<file path="src/rtl/hwpf_prefetch_responder_if.sv">
// Prefetch request/response and memory refill handshake bundle for hwpf_prefetch_responder.
// The master side is the prefetcher plus memory model; the slave side is the responder.
interface hwpf_prefetch_responder_if #(
  parameter int NLINE_WIDTH = 50,
  parameter int TID_WIDTH   = 6,
  parameter int ID_WIDTH    = 2
);
  logic                   req_valid_i;
  logic                   req_ready_o;
  logic [NLINE_WIDTH-1:0] req_nline_i;
  logic [TID_WIDTH-1:0]   req_tid_i;
  logic                   rsp_valid_o;
  logic [TID_WIDTH-1:0]   rsp_tid_o;
  logic                   rsp_merged_o;
  logic                   mem_req_valid_o;
  logic                   mem_req_ready_i;
  logic [NLINE_WIDTH-1:0] mem_req_nline_o;
  logic [ID_WIDTH-1:0]    mem_req_id_o;
  logic                   mem_rsp_valid_i;
  logic [ID_WIDTH-1:0]    mem_rsp_id_i;

  modport master (
    output req_valid_i, req_nline_i, req_tid_i, mem_req_ready_i, mem_rsp_valid_i, mem_rsp_id_i,
    input  req_ready_o, rsp_valid_o, rsp_tid_o, rsp_merged_o,
           mem_req_valid_o, mem_req_nline_o, mem_req_id_o
  );

  modport slave (
    input  req_valid_i, req_nline_i, req_tid_i, mem_req_ready_i, mem_rsp_valid_i, mem_rsp_id_i,
    output req_ready_o, rsp_valid_o, rsp_tid_o, rsp_merged_o,
           mem_req_valid_o, mem_req_nline_o, mem_req_id_o
  );
endinterface

</file>
<file path="src/rtl/hwpf_prefetch_responder.sv">
// Prefetch responder: merges duplicate lines, one refill per distinct line, one response per request.
// Miss -> mem request 2 cycles later; mem request held while !ready; req_ready drops when full or on completion.
module hwpf_prefetch_responder #(
  parameter int NLINE_WIDTH = 50,
  parameter int TID_WIDTH   = 6,
  parameter int N_ENTRIES   = 4,
  parameter int ID_WIDTH    = $clog2(N_ENTRIES)
) (
  input  logic                      clk_i,
  input  logic                      rst_ni,
  hwpf_prefetch_responder_if.slave  bus,
  output logic                      busy_o,
  output logic                      err_o
);

  typedef enum logic [1:0] {
    ST_FREE,
    ST_PENDING,
    ST_QUEUED,
    ST_SENT
  } ent_state_e;

  ent_state_e             state_q [N_ENTRIES];
  ent_state_e             state_d [N_ENTRIES];
  logic [NLINE_WIDTH-1:0] nline_q [N_ENTRIES];
  logic [TID_WIDTH-1:0]   tid_q   [N_ENTRIES];

  logic                   mreq_vld_q, mreq_vld_d;
  logic [NLINE_WIDTH-1:0] mreq_nline_q, mreq_nline_d;
  logic [ID_WIDTH-1:0]    mreq_id_q, mreq_id_d;

  logic                   rsp_vld_q, rsp_vld_d;
  logic [TID_WIDTH-1:0]   rsp_tid_q, rsp_tid_d;
  logic                   rsp_merged_q, rsp_merged_d;
  logic                   err_q, err_d;

  logic                   any_free, any_pend, any_busy, hit, cpl_ok;
  logic [ID_WIDTH-1:0]    alloc_idx, pend_idx;
  logic [NLINE_WIDTH-1:0] pend_nline;
  logic [TID_WIDTH-1:0]   cpl_tid;
  logic                   req_rdy, accept, alloc, mreq_fire, mreq_load, cpl_vld;

  // Descending scan so the lowest matching index wins.
  always_comb begin
    any_free   = 1'b0;
    any_pend   = 1'b0;
    any_busy   = 1'b0;
    hit        = 1'b0;
    cpl_ok     = 1'b0;
    alloc_idx  = '0;
    pend_idx   = '0;
    pend_nline = '0;
    cpl_tid    = '0;
    for (int i = N_ENTRIES - 1; i >= 0; i--) begin
      if (state_q[i] == ST_FREE) begin
        any_free  = 1'b1;
        alloc_idx = ID_WIDTH'(i);
      end else begin
        any_busy = 1'b1;
        if (nline_q[i] == bus.req_nline_i) hit = 1'b1;
      end
      if (state_q[i] == ST_PENDING) begin
        any_pend   = 1'b1;
        pend_idx   = ID_WIDTH'(i);
        pend_nline = nline_q[i];
      end
      if (bus.mem_rsp_id_i == ID_WIDTH'(i) && state_q[i] == ST_SENT) begin
        cpl_ok  = 1'b1;
        cpl_tid = tid_q[i];
      end
    end
  end

  assign req_rdy   = any_free && !bus.mem_rsp_valid_i;
  assign accept    = bus.req_valid_i && req_rdy;
  assign alloc     = accept && !hit;
  assign mreq_fire = mreq_vld_q && bus.mem_req_ready_i;
  assign mreq_load = !mreq_vld_q || bus.mem_req_ready_i;
  assign cpl_vld   = bus.mem_rsp_valid_i && cpl_ok;

  always_comb begin
    for (int i = 0; i < N_ENTRIES; i++) begin
      state_d[i] = state_q[i];
      unique case (state_q[i])
        ST_FREE:    if (alloc && alloc_idx == ID_WIDTH'(i)) state_d[i] = ST_PENDING;
        ST_PENDING: if (mreq_load && pend_idx == ID_WIDTH'(i)) state_d[i] = ST_QUEUED;
        ST_QUEUED:  if (mreq_fire && mreq_id_q == ID_WIDTH'(i)) state_d[i] = ST_SENT;
        ST_SENT:    if (bus.mem_rsp_valid_i && bus.mem_rsp_id_i == ID_WIDTH'(i)) state_d[i] = ST_FREE;
        default:    state_d[i] = ST_FREE;
      endcase
    end

    mreq_vld_d   = mreq_vld_q;
    mreq_nline_d = mreq_nline_q;
    mreq_id_d    = mreq_id_q;
    if (mreq_load) begin
      mreq_vld_d = any_pend;
      if (any_pend) begin
        mreq_nline_d = pend_nline;
        mreq_id_d    = pend_idx;
      end
    end

    // A merge and a completion never share a cycle: completions block acceptance.
    rsp_vld_d    = 1'b0;
    rsp_tid_d    = rsp_tid_q;
    rsp_merged_d = 1'b0;
    if (accept && hit) begin
      rsp_vld_d    = 1'b1;
      rsp_tid_d    = bus.req_tid_i;
      rsp_merged_d = 1'b1;
    end else if (cpl_vld) begin
      rsp_vld_d = 1'b1;
      rsp_tid_d = cpl_tid;
    end

    err_d = err_q || (bus.mem_rsp_valid_i && !cpl_ok);
  end

  always_ff @(posedge clk_i or negedge rst_ni) begin
    if (!rst_ni) begin
      for (int i = 0; i < N_ENTRIES; i++) begin
        state_q[i] <= ST_FREE;
        nline_q[i] <= '0;
        tid_q[i]   <= '0;
      end
      mreq_vld_q   <= 1'b0;
      mreq_nline_q <= '0;
      mreq_id_q    <= '0;
      rsp_vld_q    <= 1'b0;
      rsp_tid_q    <= '0;
      rsp_merged_q <= 1'b0;
      err_q        <= 1'b0;
    end else begin
      for (int i = 0; i < N_ENTRIES; i++) begin
        state_q[i] <= state_d[i];
        if (alloc && alloc_idx == ID_WIDTH'(i)) begin
          nline_q[i] <= bus.req_nline_i;
          tid_q[i]   <= bus.req_tid_i;
        end
      end
      mreq_vld_q   <= mreq_vld_d;
      mreq_nline_q <= mreq_nline_d;
      mreq_id_q    <= mreq_id_d;
      rsp_vld_q    <= rsp_vld_d;
      rsp_tid_q    <= rsp_tid_d;
      rsp_merged_q <= rsp_merged_d;
      err_q        <= err_d;
    end
  end

  assign bus.req_ready_o     = req_rdy;
  assign bus.rsp_valid_o     = rsp_vld_q;
  assign bus.rsp_tid_o       = rsp_tid_q;
  assign bus.rsp_merged_o    = rsp_merged_q;
  assign bus.mem_req_valid_o = mreq_vld_q;
  assign bus.mem_req_nline_o = mreq_nline_q;
  assign bus.mem_req_id_o    = mreq_id_q;
  assign busy_o              = any_busy || rsp_vld_q;
  assign err_o               = err_q;

endmodule
</file>
<file path="src/flat_wrapper.sv">
// flat-port wrapper written by rule: the top's interface ports become plain ports
module hwpf_prefetch_responder_flat 
#(
  parameter int NLINE_WIDTH = 50,
  parameter int TID_WIDTH   = 6,
  parameter int N_ENTRIES   = 4,
  parameter int ID_WIDTH    = $clog2(N_ENTRIES)
)
  (clk_i, rst_ni, busy_o, err_o, bus_req_valid_i, bus_req_nline_i, bus_req_tid_i, bus_mem_req_ready_i, bus_mem_rsp_valid_i, bus_mem_rsp_id_i, bus_req_ready_o, bus_rsp_valid_o, bus_rsp_tid_o, bus_rsp_merged_o, bus_mem_req_valid_o, bus_mem_req_nline_o, bus_mem_req_id_o);
  hwpf_prefetch_responder_if #(.NLINE_WIDTH(NLINE_WIDTH), .TID_WIDTH(TID_WIDTH), .ID_WIDTH(ID_WIDTH)) bus_i ();
  input  logic clk_i;
  input  logic rst_ni;
  output logic busy_o;
  output logic err_o;
  input wire logic [$bits(bus_i.req_valid_i)-1:0] bus_req_valid_i;
  input wire logic [$bits(bus_i.req_nline_i)-1:0] bus_req_nline_i;
  input wire logic [$bits(bus_i.req_tid_i)-1:0] bus_req_tid_i;
  input wire logic [$bits(bus_i.mem_req_ready_i)-1:0] bus_mem_req_ready_i;
  input wire logic [$bits(bus_i.mem_rsp_valid_i)-1:0] bus_mem_rsp_valid_i;
  input wire logic [$bits(bus_i.mem_rsp_id_i)-1:0] bus_mem_rsp_id_i;
  output wire logic [$bits(bus_i.req_ready_o)-1:0] bus_req_ready_o;
  output wire logic [$bits(bus_i.rsp_valid_o)-1:0] bus_rsp_valid_o;
  output wire logic [$bits(bus_i.rsp_tid_o)-1:0] bus_rsp_tid_o;
  output wire logic [$bits(bus_i.rsp_merged_o)-1:0] bus_rsp_merged_o;
  output wire logic [$bits(bus_i.mem_req_valid_o)-1:0] bus_mem_req_valid_o;
  output wire logic [$bits(bus_i.mem_req_nline_o)-1:0] bus_mem_req_nline_o;
  output wire logic [$bits(bus_i.mem_req_id_o)-1:0] bus_mem_req_id_o;
  assign bus_i.req_valid_i = bus_req_valid_i;
  assign bus_i.req_nline_i = bus_req_nline_i;
  assign bus_i.req_tid_i = bus_req_tid_i;
  assign bus_i.mem_req_ready_i = bus_mem_req_ready_i;
  assign bus_i.mem_rsp_valid_i = bus_mem_rsp_valid_i;
  assign bus_i.mem_rsp_id_i = bus_mem_rsp_id_i;
  assign bus_req_ready_o = bus_i.req_ready_o;
  assign bus_rsp_valid_o = bus_i.rsp_valid_o;
  assign bus_rsp_tid_o = bus_i.rsp_tid_o;
  assign bus_rsp_merged_o = bus_i.rsp_merged_o;
  assign bus_mem_req_valid_o = bus_i.mem_req_valid_o;
  assign bus_mem_req_nline_o = bus_i.mem_req_nline_o;
  assign bus_mem_req_id_o = bus_i.mem_req_id_o;
  hwpf_prefetch_responder #(.NLINE_WIDTH(NLINE_WIDTH), .TID_WIDTH(TID_WIDTH), .N_ENTRIES(N_ENTRIES), .ID_WIDTH(ID_WIDTH)) u_core (.clk_i(clk_i), .rst_ni(rst_ni), .bus(bus_i), .busy_o(busy_o), .err_o(err_o));
endmodule
</file>
<file path="config.mk">
export PLATFORM = sky130hd
export DESIGN_NAME = hwpf_prefetch_responder_flat
export DESIGN_NICKNAME = d
export VERILOG_FILES = /design/src/rtl/hwpf_prefetch_responder_if.sv /design/src/rtl/hwpf_prefetch_responder.sv /design/src/flat_wrapper.sv
export SDC_FILE = /design/constraint.sdc
export NUM_CORES = 1
export LEC_CHECK = 0
export ABC_CLOCK_PERIOD_IN_PS = 4240
export CAP_MARGIN = 20
export CORE_UTILIZATION = 65
export CTS_CLUSTER_SIZE = 16
export DETAILED_ROUTE_END_ITERATION = 12
export DONT_BUFFER_PORTS = 1
export HOLD_SLACK_MARGIN = 0.05
export PLACE_DENSITY = 0.81
export REMOVE_ABC_BUFFERS = 1
export SLEW_MARGIN = 20
export SYNTH_ARGS = -nofsm -noshare
export SYNTH_HDL_FRONTEND = slang
export SYNTH_SLANG_ARGS = --single-unit
</file>
<file path="constraint.sdc">
create_clock -name clk_i -period 4.24 [get_ports clk_i]
set_input_delay 0.212 -clock clk_i [delete_from_list [all_inputs] [get_ports clk_i]]
set_output_delay 0.212 -clock clk_i [all_outputs]
set_load 0.005 [all_outputs]
</file>
Word level (Yosys, flattened, before mapping)
Index checks and enable logic that the tools add are counted.

storage, ports and cells
  register bits = 294
  input bits = 63
  output and inout bits = 64
  logic and storage cells = 176

operators by class
  eq/ne operators = 44
  muxes and demuxes = 65
  reduce and logical (&&, ||, !) cells = 48

operators with widths
  cell                                                   count
  == test 50 bit                                         4
  two-way mux 50 bit                                     4
  two-way mux 2 bit                                      24
  two-way mux 6 bit                                      6
  == test 2 bit, second input constant                   16
  case mux 2 bit (4 select lines)                        4
  logical AND 1 bit                                      27
  two-way mux 1 bit                                      27
  inequality test 2 bit, second input constant           12
  == test 2 x 1 -> 1 bit, second input constant          8
  logical NOT 2 bit                                      8
  AND reduction 4 bit                                    4
  inequality test 2 x 1 -> 1 bit, second input constant  4
  logical NOT 1 bit                                      4
  logical OR 1 bit                                       3
  AND reduction 2 bit                                    1
  nonzero test 2 bit                                     1

Logic depth before layout (Yosys ltp)
  word-level depth = 14
  gate-level depth with buffers = 12
  mapped depth without buffers = 9

Worst setup path after synthesis
OpenSTA, ideal clock, no wires.

  path kind = reg2reg
  from = register u_core.state_q[6] in the netlist's numbering
  to = register u_core.nline_q[68] in the netlist's numbering
  setup time = 0.125 ns
  arrival time = 2.579 ns
  data required time = 4.115 ns
  setup slack = 1.536 ns
  cell stages (with the launch flop) = 13
  path buffers = 4
  period minus slack after synthesis = 2.704 ns
  cell sequence = dfrtp_1 inv_1 ha_1 clkbuf_1 nor4_1 nor2_1 and2_1 clkbuf_1 nand2b_1 or4_4 buf_12 buf_12 mux2_4

on the way
  word-level cells in the longest chain between the ends = 6
  elaborated cells on any way between the ends = 10
  those cells by class = eq/ne: 1; mux: 3; reduce/logical: 6

ends and longest elaborated chain
  element                            line                            text
  from (decl)                        hwpf_prefetch_responder.sv:23   ent_state_e state_q [N_ENTRIES];
  from (signal, indexed assignment)  hwpf_prefetch_responder.sv:136  state_q[i] <= state_d[i];
  logical NOT 2 bit                  hwpf_prefetch_responder.sv:55   if (state_q[i] == ST_FREE) begin
  two-way mux 1 bit                  hwpf_prefetch_responder.sv:55
  logical AND 1 bit                  hwpf_prefetch_responder.sv:74   assign req_rdy = any_free && !bus.mem_rsp_valid_i;
  named net bus_req_ready_o          flat_wrapper.sv:21              output wire logic [$bits(bus_i.req_ready_o)-1:0] bus_req_ready_o;
  logical AND 1 bit                  hwpf_prefetch_responder.sv:75   assign accept = bus.req_valid_i && req_rdy;
  logical AND 1 bit                  hwpf_prefetch_responder.sv:76   assign alloc = accept && !hit;
  logical AND 1 bit                  hwpf_prefetch_responder.sv:137  if (alloc && alloc_idx == ID_WIDTH'(i)) begin
  to (signal, indexed assignment)    hwpf_prefetch_responder.sv:138  nline_q[i] <= bus.req_nline_i;
  to (decl)                          hwpf_prefetch_responder.sv:25   logic [NLINE_WIDTH-1:0] nline_q [N_ENTRIES];

The timed path passes the listed nets, and every way through them passes these cells.
A chain may end at the register's enable or synchronous reset.

Final worst setup path
  from = register u_core.nline_q[34] in the netlist's numbering
  to = register u_core.nline_q[106] in the netlist's numbering

on the way
  word-level cells in the longest chain between the ends = 12

ends and longest elaborated chain
  element                line                            text
  == test 50 bit (*)     hwpf_prefetch_responder.sv:60   if (nline_q[i] == bus.req_nline_i) hit = 1'b1;
  two-way mux 1 bit (*)  hwpf_prefetch_responder.sv:60
  two-way mux 1 bit (*)  hwpf_prefetch_responder.sv:55
  two-way mux 1 bit      hwpf_prefetch_responder.sv:60
  two-way mux 1 bit (*)  hwpf_prefetch_responder.sv:55
  two-way mux 1 bit      hwpf_prefetch_responder.sv:60
  two-way mux 1 bit (*)  hwpf_prefetch_responder.sv:55
  two-way mux 1 bit      hwpf_prefetch_responder.sv:60
  two-way mux 1 bit (*)  hwpf_prefetch_responder.sv:55
  logical NOT 1 bit (*)  hwpf_prefetch_responder.sv:76
  logical AND 1 bit (*)  hwpf_prefetch_responder.sv:76
  logical AND 1 bit (*)  hwpf_prefetch_responder.sv:137

Mark *: on every way between the ends. The rest lies on a longest branch, timed or not.

==> impl_metrics.prom <==
# TYPE chip_impl_metric gauge
chip_impl_metric{name="clkSlewWorstSetupHoldPaths",unit="ns"} 0.06
chip_impl_metric{name="antenna-diode-count",unit=""} 0
chip_impl_info{name="outcome",value="complete, but fails checks"} 1
chip_impl_metric{name="fp.dieH",unit="µm"} 158
chip_impl_metric{name="timing.critical_path.required",unit="ns"} 4.68
chip_impl_metric{name="fp.dieArea",unit="mm²"} 0.0250
chip_impl_metric{name="number_of_iterations_in_the_first_detailed_routing_pass",unit=""} 5
chip_impl_metric{name="fillers",unit=""} 1554
chip_impl_metric{name="layout_worst_path_cycle_share",unit="%"} 91.1
chip_impl_info{name="crit_family",value="simple AND/OR/NAND/NOR gates"} 1
chip_impl_metric{name="port_buffers",unit=""} 0
chip_impl_metric{name="tightest_slew",unit="ns"} 0.956
chip_impl_metric{name="power.share.sequential",unit="%"} 40.2
chip_impl_metric{name="place.gp.congestion",unit=""} 0.918
chip_impl_metric{name="power.switching_fraction",unit="%"} 38.6
chip_impl_metric{name="synth_seq_cells",unit=""} 294
chip_impl_metric{name="route.detailed.vias_per_inst",unit=""} 6.85
chip_impl_info{name="critical_path.most_common_cell",value="nor4_1"} 1
chip_impl_metric{name="post-route-worst-setup-slack",unit="ns"} 0.376
chip_impl_metric{name="synth_sequential_area_ratio",unit="%"} 46.4
chip_impl_info{name="critical_path.cell_chain",value="xor2_1, nor4_1, buf_4, nand3_1, nor4_1, nand2_1, nand4_4, buf_12, mux2_2"} 1
chip_impl_metric{name="switchingPower",unit="mW"} 5.34
chip_impl_metric{name="multiInputGateArea",unit="mm²"} 0.00756
chip_impl_metric{name="grt_start_max_net_pins",unit=""} 295
chip_impl_info{name="clock-root-buffer",value="clkbuf_16"} 1
chip_impl_metric{name="period_minus_slack",unit="ns"} 3.86
chip_impl_info{name="hold_path_class",value="input pin to async pin"} 1
chip_impl_metric{name="synthesis.instances",unit=""} 1315
chip_impl_metric{name="core-area",unit="mm²"} 0.0237
chip_impl_info{name="cts_tree",value="done"} 1
chip_impl_metric{name="critical_path.max_fanout",unit=""} 56
chip_impl_info{name="synth-main-ff-cell",value="dfrtp_1"} 1
chip_impl_metric{name="synth_enable_flop_cells",unit=""} 0
chip_impl_metric{name="row_count",unit=""} 56
chip_impl_metric{name="pwr-share-clk",unit="%"} 18.8
chip_impl_metric{name="synthArstFlopShare",unit="%"} 100
chip_impl_metric{name="tritoncts.num_buffers",unit=""} 30
chip_impl_metric{name="dp.final_hpwl",unit="µm"} 26800
chip_impl_info{name="endpoint_kind",value="flop"} 1
chip_impl_metric{name="pins_over_slew_limit",unit=""} 0
chip_impl_metric{name="cp_slowest_stage_delay",unit="ns"} 0.67
chip_impl_info{name="grt_setup_unrepaired",value="false"} 1
chip_impl_info{name="worst_r2r_startpoint",value="u_core.nline_q[34]"} 1
chip_impl_metric{name="post_route_cells_drive_above_1_share",unit="%"} 22.4
chip_impl_metric{name="critical_path.n_buffers_inverters",unit=""} 2
chip_impl_metric{name="dr_total_vias",unit=""} 11300
chip_impl_metric{name="irDropWorstVdd",unit="µV"} 429
chip_impl_metric{name="r2r_slack",unit="ns"} 0.38
chip_impl_info{name="start_kind",value="flop"} 1
chip_impl_info{name="critPathSlowestCell",value="nor4_1"} 1
chip_impl_metric{name="grt-ovfl-total",unit=""} 0
chip_impl_metric{name="yosysUniqueCellTypes",unit=""} 62
chip_impl_metric{name="share_comb_of_total_power",unit="%"} 41.0
chip_impl_metric{name="ios",unit=""} 127
chip_impl_metric{name="grt_pass1_vias",unit=""} 11400
chip_impl_metric{name="initial_core_util",unit="%"} 67.0
chip_impl_metric{name="clk_latency",unit="ns"} 0.56
chip_impl_metric{name="pwr_per_cell_area",unit="mW/mm²"} 802
chip_impl_metric{name="synth_area_per_cell",unit="µm²"} 12.1
chip_impl_metric{name="p_int",unit="mW"} 8.51
chip_impl_metric{name="hold-worst-slack",unit="ns"} -0.657
chip_impl_metric{name="syn2layout_area_growth",unit="%"} 8.77
chip_impl_metric{name="global_route.usage.total",unit="%"} 35.6
chip_impl_metric{name="area.sequential",unit="mm²"} 0.00736
chip_impl_metric{name="cts.repair_timing.setup_buffer_count",unit=""} 0
chip_impl_metric{name="worst_slew_margin_rel",unit="%"} 36.1
chip_impl_metric{name="fin_worst_skew",unit="ns"} 0.0134
chip_impl_metric{name="cts_hold_buffers",unit=""} 60
chip_impl_metric{name="post_cts_resized",unit=""} 0
chip_impl_metric{name="drt-initial-drc-count",unit=""} 1339
chip_impl_metric{name="remaining_drc_errors",unit=""} 0
chip_impl_metric{name="htreeDepth",unit=""} 1
chip_impl_metric{name="die_x",unit="µm"} 158
chip_impl_metric{name="ys.warnings.count",unit=""} 0
chip_impl_info{name="crit-reg2reg-capture",value="u_core.nline_q[106]"} 1
chip_impl_metric{name="drv.max_cap_violation_count",unit=""} 0
chip_impl_metric{name="syn_area",unit="mm²"} 0.0159
chip_impl_metric{name="grt_antenna_before_repair",unit=""} 1
chip_impl_metric{name="place.detailed.instances",unit=""} 1532
chip_impl_metric{name="r2r_cells",unit=""} 9
chip_impl_metric{name="design.final.nets",unit=""} 1384
chip_impl_metric{name="postRouteAntennaNets",unit=""} 0
chip_impl_metric{name="max-clock-path-buffers",unit=""} 3
chip_impl_metric{name="pre_cts_ws",unit="ns"} 0.597
chip_impl_metric{name="detail_route.wl_per_cell",unit="µm"} 26.5
chip_impl_info{name="criticalPathCategory",value="flop to flop"} 1
chip_impl_metric{name="timing.final.setup_violations",unit=""} 0
chip_impl_metric{name="clock_sinks",unit=""} 294
chip_impl_metric{name="wire_length_of_the_first_global_routing_pass",unit="µm"} 66900
chip_impl_metric{name="static-leakage-power",unit="nW"} 7.83
chip_impl_metric{name="critPathArrivalTime",unit="ns"} 4.30
chip_impl_metric{name="hold_viol_final",unit=""} 294
chip_impl_metric{name="fmaxAchievable",unit="MHz"} 259
chip_impl_info{name="violations",value="hold timing"} 1
chip_impl_metric{name="utilization",unit="%"} 72.9
chip_impl_metric{name="final_cell_count_no_fill",unit=""} 1645
chip_impl_metric{name="drt_wl_total",unit="µm"} 43600
[state kept, by name, indices dropped and copies added, names as in the netlist]
register and count:
u_core.bus.rsp_tid_o 6, u_core.bus.rsp_valid_o 1, u_core.bus.mem_req_id_o 2, u_core.nline_q 200, u_core.state_q 8, u_core.err_o 1
u_core.bus.mem_req_valid_o 1, u_core.tid_q 24, u_core.bus.mem_req_nline_o 50, u_core.bus.rsp_merged_o 1
[layout by cell type, fill, tap and decap left out, types with 8 or more instances in the layout]
cell,synthesis,routed
dfrtp_1,294,294
mux2_4,116,116
xor2_1,106,106
mux2_2,102,102
xnor2_1,73,73
nand2_1,68,67
a221oi_1,66,66
dlygate4sd3_1,0,60
o22ai_1,55,55
o31ai_1,53,52
inv_1,44,44
clkbuf_16,0,31
nor4_1,29,29
nand4_1,26,26
nor2_1,21,21
ha_1,16,15
buf_4,5,14
a21oi_1,11,11
nand3_1,11,10
o21ai_0,10,10
clkbuf_1,46,9
nor3_1,8,8
nand2b_1,8,8
[power groups by stage]
| stage | combinational (mW) | clock [mW] | sequential [mW] |
|---|---|---|---|
| detailed placement | 5.47 | 0 | 5.54 |
| global route | 6.08 | 2.71 | 5.72 |
| finish | 5.68 | 2.60 | 5.57 |
| CTS | 5.61 | 2.60 | 5.52 |
| floorplan | 4.15 | 0 | 5.16 |
| global placement | 5.30 | 0 | 5.45 |
[stage by stage]
step                cell area [µm²]  power [mW]  TNS, ns  hold WS (ns)
floorplan                     15100        9.31  -151.65       -0.0836
global placement              15700        10.7        0       -0.0742
detailed placement            15700        11.0        0       -0.0767
CTS                           17300        13.7        0        -0.658
global route                  17300        14.5        0        -0.662
finish                        17300        13.9        0        -0.657
[cell usage after synthesis, types with 6 or more instances]
| library cell | n | area share (%) |
|---|---|---|
| ha_1 | 16 | 1.3 |
| clkbuf_1 | 46 | 1.1 |
| mux2_4 | 116 | 11 |
| buf_12 | 14 | 1.8 |
| nand2_1 | 68 | 1.6 |
| o31ai_1 | 53 | 2.5 |
| xnor2_1 | 73 | 4.0 |
| dfrtp_1 | 294 | 46 |
| nand2b_1 | 8 | 0.32 |
| buf_2 | 50 | 1.6 |
| mux2i_1 | 6 | 0.38 |
| o22ai_1 | 55 | 2.2 |
| mux2_2 | 102 | 7.2 |
| nor3_1 | 8 | 0.25 |
| nor2b_1 | 6 | 0.24 |
| a221oi_1 | 66 | 3.6 |
| nand4_1 | 26 | 1.0 |
| nor4_1 | 29 | 1.1 |
| a21oi_1 | 11 | 0.35 |
| inv_1 | 44 | 1.0 |
| xor2_1 | 106 | 5.8 |
| o21ai_0 | 10 | 0.32 |
| nor2_1 | 21 | 0.50 |
| nand3_1 | 11 | 0.35 |
[layout make-up]
| cell class | instances | area share, % |
|---|---|---|
| Clock buffer | 46 | 5.17 |
| Tap cell | 319 | 2.31 |
| Clock inverter | 7 | 0.348 |
| Timing Repair Buffer | 80 | 4.78 |
| Inverter | 46 | 1.00 |
| Sequential cell | 294 | 42.6 |
| Multi-Input combinational cell | 853 | 43.8 |
[cell families (layout without fill, tap and decap cells)]
| family | Yosys count | in the layout | synth area share [%] |
|---|---|---|---|
| xor gates and xnor gates | 179 | 179 | 9.88 |
| adders and majority gates | 16 | 16 | 1.26 |
| DFF | 294 | 294 | 46.4 |
| AOI/OAI and AO/OA | 233 | 233 | 11.1 |
| muxes | 224 | 224 | 18.6 |
| and+or+nand+nor | 201 | 201 | 6.61 |
| buffers and inverters | 168 | 179 | 6.23 |
[worst max-delay path by stage]
stage | depth (start not counted) | end | start | slack, ns
after floorplan | 5 | u_core.bus.mem_req_nline_o[0] | u_core.state_q[5] | -3.04
after global placement | 9 | u_core.nline_q[151] | u_core.nline_q[39] | 0.64
after detailed placement | 8 | u_core.nline_q[108] | u_core.nline_q[39] | 0.60
after CTS | 8 | u_core.nline_q[100] | u_core.nline_q[39] | 0.58
after global routing | 9 | u_core.nline_q[106] | u_core.nline_q[34] | 0.38
final | 9 | u_core.nline_q[106] | u_core.nline_q[34] | 0.38
[layer usage]
layer,GRT usage (%),routed length [µm]
met5,0,12
met4,14.7,1750
met3,8.25,4330
met2,55.8,20100
met1,47.7,17400
(Power assumes the default switching activity.)
